<file path="src/rtl/booth_seq_mult.sv">
// Sequential radix-2 Booth multiplier: one recode/add/shift step per clock, start/done handshake.
// Optional macro BOOTH_OPCOUNT_EN adds op_count, the number of steps that added or subtracted.
module booth_seq_mult #(
    parameter int unsigned WIDTH = 3
) (
    input  logic                       clk,
    input  logic                       rst_n,
    input  logic                       start,
    input  logic [WIDTH-1:0]           multiplicand,
    input  logic [WIDTH-1:0]           multiplier,
    output logic                       busy,
    output logic                       done,
    output logic [2*WIDTH-1:0]         product
`ifdef BOOTH_OPCOUNT_EN
    ,
    output logic [$clog2(WIDTH+1)-1:0] op_count
`endif
);

    localparam int unsigned CntW = $clog2(WIDTH + 1);

    typedef enum logic [1:0] {StIdle, StCalc, StDone} state_e;

    state_e             state_q, state_d;
    logic [WIDTH:0]     a_q, a_d;
    logic [WIDTH:0]     m_q, m_d;
    logic [WIDTH-1:0]   q_q, q_d;
    logic               q1_q, q1_d;
    logic [CntW-1:0]    cnt_q, cnt_d;
    logic               busy_q, busy_d;
    logic               done_q, done_d;
    logic [2*WIDTH-1:0] product_q, product_d;
    logic [WIDTH:0]     sum;
    logic               accept;
    logic               op_step;
`ifdef BOOTH_OPCOUNT_EN
    logic [CntW-1:0]    opc_q, opc_d;
`endif

    // busy_q is still high in the done cycle, so a start there is ignored.
    assign accept = (state_q == StIdle) && start && !busy_q;

    always_comb begin
        state_d   = state_q;
        a_d       = a_q;
        m_d       = m_q;
        q_d       = q_q;
        q1_d      = q1_q;
        cnt_d     = cnt_q;
        busy_d    = busy_q;
        done_d    = 1'b0;
        product_d = product_q;
        sum       = a_q;
        op_step   = 1'b0;
`ifdef BOOTH_OPCOUNT_EN
        opc_d     = opc_q;
`endif

        unique case (state_q)
            StIdle: begin
                busy_d = accept;
                if (accept) begin
                    a_d     = '0;
                    q_d     = multiplier;
                    q1_d    = 1'b0;
                    m_d     = {multiplicand[WIDTH-1], multiplicand};
                    cnt_d   = CntW'(WIDTH);
                    state_d = StCalc;
`ifdef BOOTH_OPCOUNT_EN
                    opc_d   = '0;
`endif
                end
            end
            StCalc: begin
                case ({q_q[0], q1_q})
                    2'b01: begin
                        sum     = a_q + m_q;
                        op_step = 1'b1;
                    end
                    2'b10: begin
                        sum     = a_q - m_q;
                        op_step = 1'b1;
                    end
                    default: sum = a_q;
                endcase
                // Arithmetic shift of {A, Q, q_1}, replicating A's sign bit.
                a_d   = {sum[WIDTH], sum[WIDTH:1]};
                q_d   = {sum[0], q_q[WIDTH-1:1]};
                q1_d  = q_q[0];
                cnt_d = cnt_q - 1'b1;
                if (cnt_d == '0) begin
                    state_d = StDone;
                end
`ifdef BOOTH_OPCOUNT_EN
                if (op_step) begin
                    opc_d = opc_q + 1'b1;
                end
`endif
            end
            StDone: begin
                product_d = {a_q[WIDTH-1:0], q_q};
                done_d    = 1'b1;
                state_d   = StIdle;
            end
            default: state_d = StIdle;
        endcase
    end

    always_ff @(posedge clk or negedge rst_n) begin
        if (!rst_n) begin
            state_q   <= StIdle;
            a_q       <= '0;
            m_q       <= '0;
            q_q       <= '0;
            q1_q      <= 1'b0;
            cnt_q     <= '0;
            busy_q    <= 1'b0;
            done_q    <= 1'b0;
            product_q <= '0;
`ifdef BOOTH_OPCOUNT_EN
            opc_q     <= '0;
`endif
        end else begin
            state_q   <= state_d;
            a_q       <= a_d;
            m_q       <= m_d;
            q_q       <= q_d;
            q1_q      <= q1_d;
            cnt_q     <= cnt_d;
            busy_q    <= busy_d;
            done_q    <= done_d;
            product_q <= product_d;
`ifdef BOOTH_OPCOUNT_EN
            opc_q     <= opc_d;
`endif
        end
    end

    assign busy    = busy_q;
    assign done    = done_q;
    assign product = product_q;
`ifdef BOOTH_OPCOUNT_EN
    assign op_count = opc_q;
`endif

endmodule

</file>
<file path="config.mk">
export PLATFORM = sky130hd
export DESIGN_NAME = booth_seq_mult
export DESIGN_NICKNAME = d
export VERILOG_FILES = /design/src/rtl/booth_seq_mult.sv
export SDC_FILE = /design/constraint.sdc
export NUM_CORES = 1
export LEC_CHECK = 0
export CAP_MARGIN = 20
export CORE_MARGIN = 8
export CORE_UTILIZATION = 30
export DETAILED_ROUTE_END_ITERATION = 12
export GPL_TIMING_DRIVEN = 0
export PLACE_DENSITY = 0.49
export SKIP_CTS_REPAIR_TIMING = 1
export SLEW_MARGIN = 25
export SYNTH_ARGS = -nofsm -noshare
export SYNTH_HDL_FRONTEND = slang
export SYNTH_SLANG_ARGS = --single-unit
export TNS_END_PERCENT = 30
</file>
<file path="constraint.sdc">
create_clock -name clk -period 2.4 [get_ports clk]
set_input_delay 0.48 -clock clk [delete_from_list [all_inputs] [get_ports clk]]
set_output_delay 0.48 -clock clk [all_outputs]
set_load 0.005 [all_outputs]
</file>
==> results.md <==
- Status: finished, final reports clean
- Post-Synthesis Net Count: 116
- Crit path launch type: flip-flop
- FF-to-FF setup slack: 0.19 ns
- I/O pin count: 17
- Vias/cell: 4.53
- Maximum clock frequency: between 400 and 500 MHz
- Nets: between 100 and 150
- Worst slew pin tran: approximately 0.5 ns
- Initial antenna violation count: 0
- First-pass GRT wire length: around 3600 µm
- Reg2reg path depth: 9
- Register area share after synthesis: 50.8%
- Post-Syn Area: 1080 µm²
- Register bit total from synthesis: 22
- R2r startpoint: q_q[0]
- Initial Utilization: 30.3%
- Crit end category: flip-flop
- Fin crit period: 2.21 ns
- DRC errors left: 0
- Overall Power: about 1900 µW
- H-tree levels: 1
- Share of cells above drive strength 1: between 10% and 20%
- Total gr overflow: 0
- N_diodes: 0
- Setup Skew: 0.00539 ns
- Worst path slowest cell: dfrtp_1
- Top FF cell, synth: dfrtp_1
- Post-synthesis area per instance: roughly 11 µm²
- CP delay by family, top: compound AO/OA/AOI/OAI gates
- Max IR drop VDD: roughly 0.53 mV
- CP required: between 2 and 3 ns
- GPL Wtd Cong: 0.784
- Clock Root Buffer: clkbuf_4
- Sum Neg Setup Slack: 0 ns
- Die height: approximately 76 µm
- Kind of critical path: flip-flop to flip-flop
- Post-route ant nets: 0
- Core Footprint: 3580 µm²
- Syn-to-layout area delta: 23.2%
- Later-pin clock latency in the skew report: roughly 0.3 ns
- Routed len/inst: between 10 and 15 µm
- Clk pin slew, worst setup/hold paths: about 0.12 ns
- TritonCTS buffer count: 3
- Pre-antenna DRT Iters: 4
- Syn Inst Count: 100
- Num Clock Sinks: 22
- CTS max path bufs: 2
- Hold Path Class: input port to asynchronous set/reset pin
- Final setup vio count: 0
- Synth warnings: 0
- Die width: 76.1 µm
- CTS tree: built
- DRT Wirelength: slightly above 2000 µm
- Slew HR: 66.8%
- Unique masters post-synth: 30
- Largest net degree at the start of global routing: 23
- Vias in the first global route: 805
- Worst path bufs/invs: 0
- Cells along the critical path: ha_1 -> nor2_1 -> xnor2_1 -> ha_1 -> a21o_1 -> a31oi_2 -> xnor2_1 -> o311ai_2 -> o41ai_2
- EDFF count, synth: 0
- I/O Buffers: 16
- Fin. max-slew vios: 0
- Fin. Hold Viols: 0
- Std cell rows: 22
- CP arrival: 2.40 ns
- Vias post-DR: about 760
- Worst R2R End: a_q[2]
- Max-cap violations: 0
- LEAKAGE: just over 0.0006 µW
- 1st-iter DRT viols: 21
- Slowest stage delay, CP: around 0.43 ns
- Placed wire-length estimate: 1530 µm
- Largest fanout on the critical path: 4
- Overall track demand over capacity in global routing: under 10%
- RSZ-0062 raised after global routing: false
- DIE AREA: approximately 5800 µm²
- Ys async rst share: 100%
- Crit share post-route: between 90% and 100%
- Pwr/cell area: 1450 nW/µm²
[worst max path at each step]
stage / startpoint / to / slack (ns) / cells after the start
after global placement: q_q[0] / a_q[2] / 0.22 / 9
after CTS: q_q[0] / a_q[2] / 0.15 / 9
final: q_q[0] / a_q[2] / 0.19 / 9
after detailed placement: q_q[0] / a_q[2] / 0.17 / 9
after floorplan: q_q[0] / a_q[2] / 0.34 / 9
after global routing: q_q[0] / a_q[2] / 0.03 / 9
[layout make-up]
class / count / area, µm²
sequential: 22 / 551
multi-input combinational: 67 / 487
timing repair buffer: 16 / 155
fill: 384 / 2240
tap: 48 / 60.1
clock buffer: 4 / 36.3
inverter: 7 / 26.3
buffer: 4 / 20.0
[report_power, final]
part           leakage [µW]  switching, µW  total [µW]  internal [µW]
combinational      0.000316            528        1060            533
sequential         0.000270            129         673            544
clock             0.0000210            109         201           92.5
[routing by layer]
metal	vias to the layer above	GRT usage [%]	wire (µm)
met5	-	0	0
met4	0	1.15	12
met3	2	3.42	114
met2	13	11.4	880
met1	357	9.08	1010
li1	389	-	-
[synthesized netlist by cell type, drive strengths merged, types with 2 or more instances]
master	number	area [µm²]
a21oi	2	10.0
a31oi	5	37.5
buf	4	20.0
dfrtp	22	551
ha	6	75.1
inv	7	26.3
mux2	5	56.3
mux2i	2	20.0
nand2	15	56.3
nand2b	2	12.5
nor2	5	18.8
o21ai	7	35.0
xnor2	3	26.3
[cell families (layout without fill, tap and decap cells)]
| group | after synthesis | count (layout) | synth area share, % |
|---|---|---|---|
| muxes | 7 | 7 | 7.04 |
| and+or+nand+nor | 29 | 29 | 12.5 |
| adders and majority gates | 7 | 7 | 8.78 |
| DFF | 22 | 22 | 50.8 |
| buffers and inverters | 11 | 31 | 4.27 |
| xor gates and xnor gates | 3 | 3 | 2.43 |
| AOI/OAI and AO/OA | 21 | 21 | 14.2 |
[metrics by stage]
stage | hold WS (ns) | setup slack, ns | std cells | cell area (µm²) | util (%)
after floorplan | 0.184 | 0.337 | 100 | 1080 | -
after global placement | 0.461 | 0.220 | 164 | 1300 | 36.4
after detailed placement | 0.471 | 0.174 | 164 | 1300 | 36.4
after CTS | 0.496 | 0.153 | 168 | 1340 | 37.4
after global routing | 0.131 | 0.0287 | 168 | 1340 | 37.3
final | 0.119 | 0.191 | 168 | 1340 | 37.3
[cell usage in the layout, fill, tap and decap left out]
cell	instances
clkdlybuf4s50_1	15
and3_1	1
a31oi_1	4
dfrtp_1	22
mux2_2	5
clkbuf_4	3
mux2i_1	2
and2_1	1
o21ai_0	6
o32ai_1	1
o311ai_2	1
a21oi_1	2
a21o_1	1
clkbuf_8	1
nor3_1	1
nand3_1	1
o41ai_2	1
a211oi_1	1
nor2_1	5
o21bai_1	1
ha_1	6
fa_1	1
a31oi_2	1
xnor2_1	3
inv_1	7
nand2b_1	2
nor4b_1	1
buf_2	5
o21ai_1	1
nor2b_1	1
nand2_1	15
o31ai_1	1
or4b_1	1
[sequential cells by signal (all words and copies together) (netlist names)]
signal and flops:
product 6, a_q 3, m_q 3, q_q 3, cnt_q 2, state_q 2
busy 1, done 1, q1_q 1
Note: power is estimated with default switching activity, not from simulation.
